File: config.mk
export PLATFORM = sky130hd
export DESIGN_NAME = ram_bank
export DESIGN_NICKNAME = d
export VERILOG_FILES = /design/src/rtl/ram_bank.sv
export SDC_FILE = /design/constraint.sdc
export NUM_CORES = 1
export LEC_CHECK = 0
export BUFFER_PORTS_ARGS = -buffer_cell sky130_fd_sc_hd__buf_2
export CAP_MARGIN = 10
export CORE_MARGIN = 2
export CORE_UTILIZATION = 39
export CTS_BUF_LIST = sky130_fd_sc_hd__clkbuf_8 sky130_fd_sc_hd__clkbuf_16
export CTS_CLUSTER_DIAMETER = 120
export DETAILED_ROUTE_END_ITERATION = 8
export PLACE_DENSITY_LB_ADDON = 0.08
export SETUP_SLACK_MARGIN = 0.05
export SLEW_MARGIN = 20
export SYNTH_ARGS = -nofsm -noshare
export SYNTH_HDL_FRONTEND = slang
export SYNTH_SLANG_ARGS = --single-unit
File: constraint.sdc
create_clock -name clk -period 5 [get_ports clk]
set_input_delay 1.25 -clock clk [delete_from_list [all_inputs] [get_ports clk]]
set_output_delay 1.25 -clock clk [all_outputs]
set_load 0.01 [all_outputs]
File: src/rtl/ram_bank.sv
// Single-port-per-direction RAM bank with a built-in clear engine that sweeps
// CLEAR_VALUE through every word after reset or on request.
module ram_bank #(
  parameter int                    DATA_WIDTH  = 8,
  parameter int                    ADDR_WIDTH  = 6,
  parameter logic [DATA_WIDTH-1:0] CLEAR_VALUE = '0
) (
  input  logic                  clk,
  input  logic                  reset,
  input  logic                  write_enable,
  input  logic [ADDR_WIDTH-1:0] write_address,
  input  logic [DATA_WIDTH-1:0] input_data,
  input  logic                  read_enable,
  input  logic [ADDR_WIDTH-1:0] read_address,
  input  logic                  clear_request,
  output logic [DATA_WIDTH-1:0] output_data,
  output logic                  output_valid,
  output logic                  busy
);

  localparam int DEPTH = 2 ** ADDR_WIDTH;

  typedef enum logic {CLEAR, READY} state_t;

  state_t                  state_q, state_d;
  logic [ADDR_WIDTH-1:0]   cnt_q, cnt_d;
  logic [DATA_WIDTH-1:0]   dout_q, dout_d;
  logic                    vld_q, vld_d;

  logic [DATA_WIDTH-1:0]   mem [DEPTH];
  logic                    mem_we;
  logic [ADDR_WIDTH-1:0]   mem_wa;
  logic [DATA_WIDTH-1:0]   mem_wd;

  always_comb begin
    state_d = state_q;
    cnt_d   = cnt_q;
    dout_d  = dout_q;
    vld_d   = 1'b0;
    mem_we  = 1'b0;
    mem_wa  = write_address;
    mem_wd  = input_data;
    case (state_q)
      CLEAR: begin
        mem_we = 1'b1;
        mem_wa = cnt_q;
        mem_wd = CLEAR_VALUE;
        cnt_d  = cnt_q + 1'b1;  // wraps to 0 after the last word
        if (clear_request)
          cnt_d = '0;
        else if (&cnt_q)
          state_d = READY;
      end
      default: begin
        mem_we = write_enable;
        if (read_enable) begin
          vld_d  = 1'b1;
          // write-first bypass on a same-address collision
          dout_d = (write_enable && (write_address == read_address)) ?
                   input_data : mem[read_address];
        end
        if (clear_request) begin
          state_d = CLEAR;
          cnt_d   = '0;
        end
      end
    endcase
    if (reset) mem_we = 1'b0;
  end

  always_ff @(posedge clk) begin
    if (reset) begin
      state_q <= CLEAR;
      cnt_q   <= '0;
      dout_q  <= '0;
      vld_q   <= 1'b0;
    end else begin
      state_q <= state_d;
      cnt_q   <= cnt_d;
      dout_q  <= dout_d;
      vld_q   <= vld_d;
    end
  end

  always_ff @(posedge clk) begin
    if (mem_we) mem[mem_wa] <= mem_wd;
  end

  // reset forces the visible outputs immediately, not just after the edge
  assign busy         = reset || (state_q == CLEAR);
  assign output_data  = reset ? '0 : dout_q;
  assign output_valid = vld_q && !reset;

endmodule

After elaboration in Yosys (flattened, before gate mapping). Memory sizes are Yosys's and may differ from the RTL's. A register that Yosys moved wholly into a read port is not among the register bits. Cells that the tools add are included.

Register bits: 8. Memory bits (writable): 512. Input port bits: 25. Logic and storage cells: 28. Memories kept: 1.

$add $sub $neg: 1. Equal/unequal tests: 1. Muxes and demuxes: 15. Bitwise logic cells: 1. Reduce and logical (&&, ||, !) cells: 6.

Memory list: mem (depth 64, bits a word 8, read ports 1, clocked after memory_dff 1, wr ports 1, line 30) `logic [DATA_WIDTH-1:0] mem [DEPTH];`.

Operators by type and width (count): $mux W6 (4); $mux W8 (2); $mux W1 (9); $add A6 B1 Y6 const B (1); $reduce_and A6 Y1 (1); $ne A2 B2 Y1 const B (1); $reduce_and A2 Y1 (1); $reduce_or A2 Y1 (1); $logic_and A1 B1 Y1 (1); $logic_not A1 Y1 (1); $logic_or A1 B1 Y1 (1); $not A1 Y1 (1).

Logic depth before layout (Yosys ltp).
Word-level depth: 4. Mapped depth: 11. Gate-level depth less buffers: 6.

Worst setup path after synthesis. Ideal clock, no wire load.

Path type: input to register. Start point: in read_address[3]. End point: reg dout_q[1], read port of mem. Arrival: 2941 ps. Setup slack: 1944 ps. Cell stages on the path: 7. Cells stage by stage: buf_2 -> clkbuf_1 -> mux4_2 -> mux2i_1 -> a21oi_1 -> or4_1 -> a21bo_1.

RTL lines: start: declaration (line 14) `input logic [ADDR_WIDTH-1:0] read_address,`; end: declaration (line 27) `logic [DATA_WIDTH-1:0] dout_q, dout_d;`.

Final worst setup path.
Start point: reg state_q. End point: mem mem[40][5], enable pin.

Word-level cells in the longest chain between the ends: 4.

RTL lines: start: declaration (line 25) `state_t state_q, state_d;`; start signal: assignment (line 78) `state_q <= state_d;`; $mux W1 (line 43) `case (state_q)`; $mux W1 (line 68) `if (reset) mem_we = 1'b0;`; $mux W1 (line 86) `if (mem_we) mem[mem_wa] <= mem_wd;`; $mux W1 (not written as such) (line 86); end: declaration (line 30).

Several ways; a longest one is shown, not always the timed one.

==> summary.txt <==
Clocking
  • Maximum clock insertion buffer count: 3
  • CTS Buf Count: 57
  • Setup bufs post-CTS: 0
  • CTS Root Cell: clkbuf_16
  • Clock Latency Late Sink: 610 ps
  • PostCTS Resize Cnt: 0
  • Sink Count: 528
  • # hold bufs at CTS: 0
  • CTS tree: done
  • Worst-path clk slew: 60 ps
  • Htree depth: 2

Worst setup path
  • CP arrival: 3710 ps
  • Critical Path Start Type: register
  • Worst Reg2Reg Path Length in Cells: 4
  • Kind of critical path: reg -> reg
  • Cell family with most CP delay: flip-flops
  • Max stage delay on crit path: 970 ps
  • Worst path slowest cell: dfxtp_2
  • Crit-path cells: mux2_2, a2111oi_0, nand2_1, nor2_1
  • Worst path buffer plus inverter count: 0
  • FF-to-FF Start: state_q
  • Largest fanout on the critical path: 46
  • CP Capture Type: register
  • WP data required: 5240 ps
  • CP Launch Point: state_q
  • Levels on crit path: 4

Placed design
  • PortBufs: 34
  • Final HPWL DP: 35.4 mm
  • DP Cell Count: 1821
  • Global placer's final weighted congestion: 0.848

STA
  • Final Setup Violations: 0
  • Fin crit share: 69.5%
  • Fin. max-slew vios: 0
  • Final hold vios: 0
  • Least-Margin Pin Slew: 1020 ps
  • Min Clock Period, post-route: 3480 ps
  • Max Freq: 288 MHz
  • RSZ-0062 raised after global routing: no
  • Hold WS: 596 ps
  • Slew HR: 31.9%
  • Final setup TNS: 0 ps
  • Skew final: 18.2 ps

Synthesis
  • Distinct cells, synth: 61
  • Syn nets: 1144
  • Yosys warns: 0
  • Synth Flop Type: edfxtp_1
  • Synthesized area per cell: 19.1 sq um
  • Post-synth EDFFs: 512
  • Async set-or-reset flop fraction in the synthesized netlist: 0%
  • Mapped Area: 0.0214 sq mm
  • Sequential share of the synthesized area: 73.4%
  • FF+latch count, synth: 528
  • Mapped Cells: 1118

Global routing
  • Largest net degree at the start of global routing: 65
  • Number of global-route vias before repair: 10823
  • GRT Total Usage: 19.7%
  • Initial antenna violation count: 2
  • Total congestion overflow: 0
  • First-pass GRT wire length: 79.4 mm

Die
  • Die Span Y: 238 um
  • Starting Density: 39.6%
  • Die footprint: 0.0567 sq mm
  • I/O pin total: 35
  • Core box area: 0.0540 sq mm
  • Die width: 238 um
  • Cell row count: 85

Route
  • Vias post-DR: 10831
  • DRC: 0
  • Wire length per cell: 28.6 um
  • Drt total wl: 54.9 mm
  • DR iter-0 viols: 863
  • Final ANT Viol Nets: 0
  • First-pass DRT Iterations: 5
  • Vias per cell: 5.64

Finish
  • NumNets Final: 1210
  • Fin cells: 1922
  • Layout area overhead: 12.5%
  • Layout cells sized above 1: 22.3%
  • Most frequent cells in the layout: 512 x edfxtp_1, 96 x mux4_2, 85 x mux2i_1, 76 x nor2_1, 59 x clkbuf_16
  • Most common cell after layout, fill and taps aside: edfxtp_1

Status
  • Status: finished clean

Power and ir drop
  • Pwr/cell area: 381 mW/mm^2
  • Leak Pwr: 7.35 nW
  • VDD IR max: 245 uV

Worst hold path
  • Hold depth: 2
  • Worst hold path type: reg -> reg
  • Worst min-delay path startpoint: cnt_q[5]

Job
  • Max-Cap Viols: 0
-- power breakdown --
| part | total, mW | internal, mW | leakage (nW) | switching (mW) |
|---|---|---|---|---|
| Combinational | 0.330 | 0.135 | 2.09 | 0.195 |
| Sequential | 4.79 | 4.79 | 4.32 | 0.00322 |
| Clock | 4.06 | 2.39 | 0.942 | 1.67 |
-- metrics by stage --
stage | utilization, % | setup WS (ps) | power [mW] | area [sq um]
after global placement | 41.2 | 1050 | 5.22 | 22300
after global routing | 44.6 | 1200 | 9.45 | 24100
final | 44.6 | 1520 | 9.18 | 24100
after floorplan | - | 1940 | 5.12 | 21400
after CTS | 44.6 | 1490 | 9.27 | 24100
after detailed placement | 41.2 | 1050 | 5.22 | 22300
-- area by class of cell --
class,instances,area [sq um]
Inverter,15,58.8
Sequential cell,528,15700
Multi-Input combinational cell,514,5170
Clock buffer,64,1550
Fill cell,4702,29900
Tap cell,696,871
Clock inverter,36,258
Timing Repair Buffer,68,478
Antenna cell,1,2.50
-- per-layer routing --
| layer | global-route usage, % | routed length, um | vias to the layer above |
|---|---|---|---|
| met2 | 29.4 | 24800 | 312 |
| li1 | - | - | 4679 |
| met3 | 3.47 | 2670 | 85 |
| met5 | 0 | 12 | - |
| met4 | 5.72 | 1420 | 2 |
| met1 | 29.5 | 26000 | 5753 |
-- path summary, 6_finish.rpt --
path                endpoint  slack, ps
setup / recovery  mem[40][5]       1520
hold / removal      cnt_q[5]        600
setup reg to reg  mem[40][5]       1520
hold reg to reg     cnt_q[5]        600
-- worst min-delay path, delay by kind of cell (launching register included) --
kind / cells / cell delay [ps]
flip-flops: 1 / 370
AO/OA/AOI/OAI: 2 / 180
-- cells in the mapped netlist, types with 4 or more instances --
library cell	n	area (sq um)
o211ai_1	6	45.0
xnor2_1	7	61.3
nand3b_1	4	30.0
nand3_1	12	60.1
dfxtp_1	16	320
o21ai_0	7	35.0
mux4_1	5	131
nor2_1	76	285
buf_2	14	70.1
o32ai_1	7	61.3
a21oi_1	12	60.1
buf_12	5	100
mux2i_1	85	851
clkbuf_1	15	56.3
nand2_1	48	180
or2_2	4	25.0
inv_1	14	52.6
a31oi_1	6	37.5
a21bo_1	5	50.1
a211oi_1	20	150
or4_1	5	37.5
mux2_2	10	113
mux4_2	96	2160
buf_4	8	60.1
nand2b_1	6	37.5
a22oi_1	18	135
buf_6	16	180
edfxtp_1	512	15400
nand4_1	7	43.8
nor2b_1	19	119
a32oi_1	5	43.8
-- flip-flops by register name (all words and copies together) (netlist names) --
| name | count |
|---|---|
| cnt_q | 6 |
| dout_q | 8 |
| mem | 512 |
| state_q | 1 |
| vld_q | 1 |
-- logic make-up (layout without fill, tap and decap cells) --
kind of cell               Yosys count  count (layout)  share of synthesized area (%)
AOI/OAI and AO/OA                  110             110                           3.92
buffers and inverters               76             183                           2.50
muxes                              197             197                           15.3
adders and majority gates            1               1                         0.0585
xor gates and xnor gates             9               9                          0.368
and+or+nand+nor                    197             197                           4.46
other                                0               1                              0
DFF                                528             528                           73.4
No activity file was read; power rests on OpenSTA's default activity.
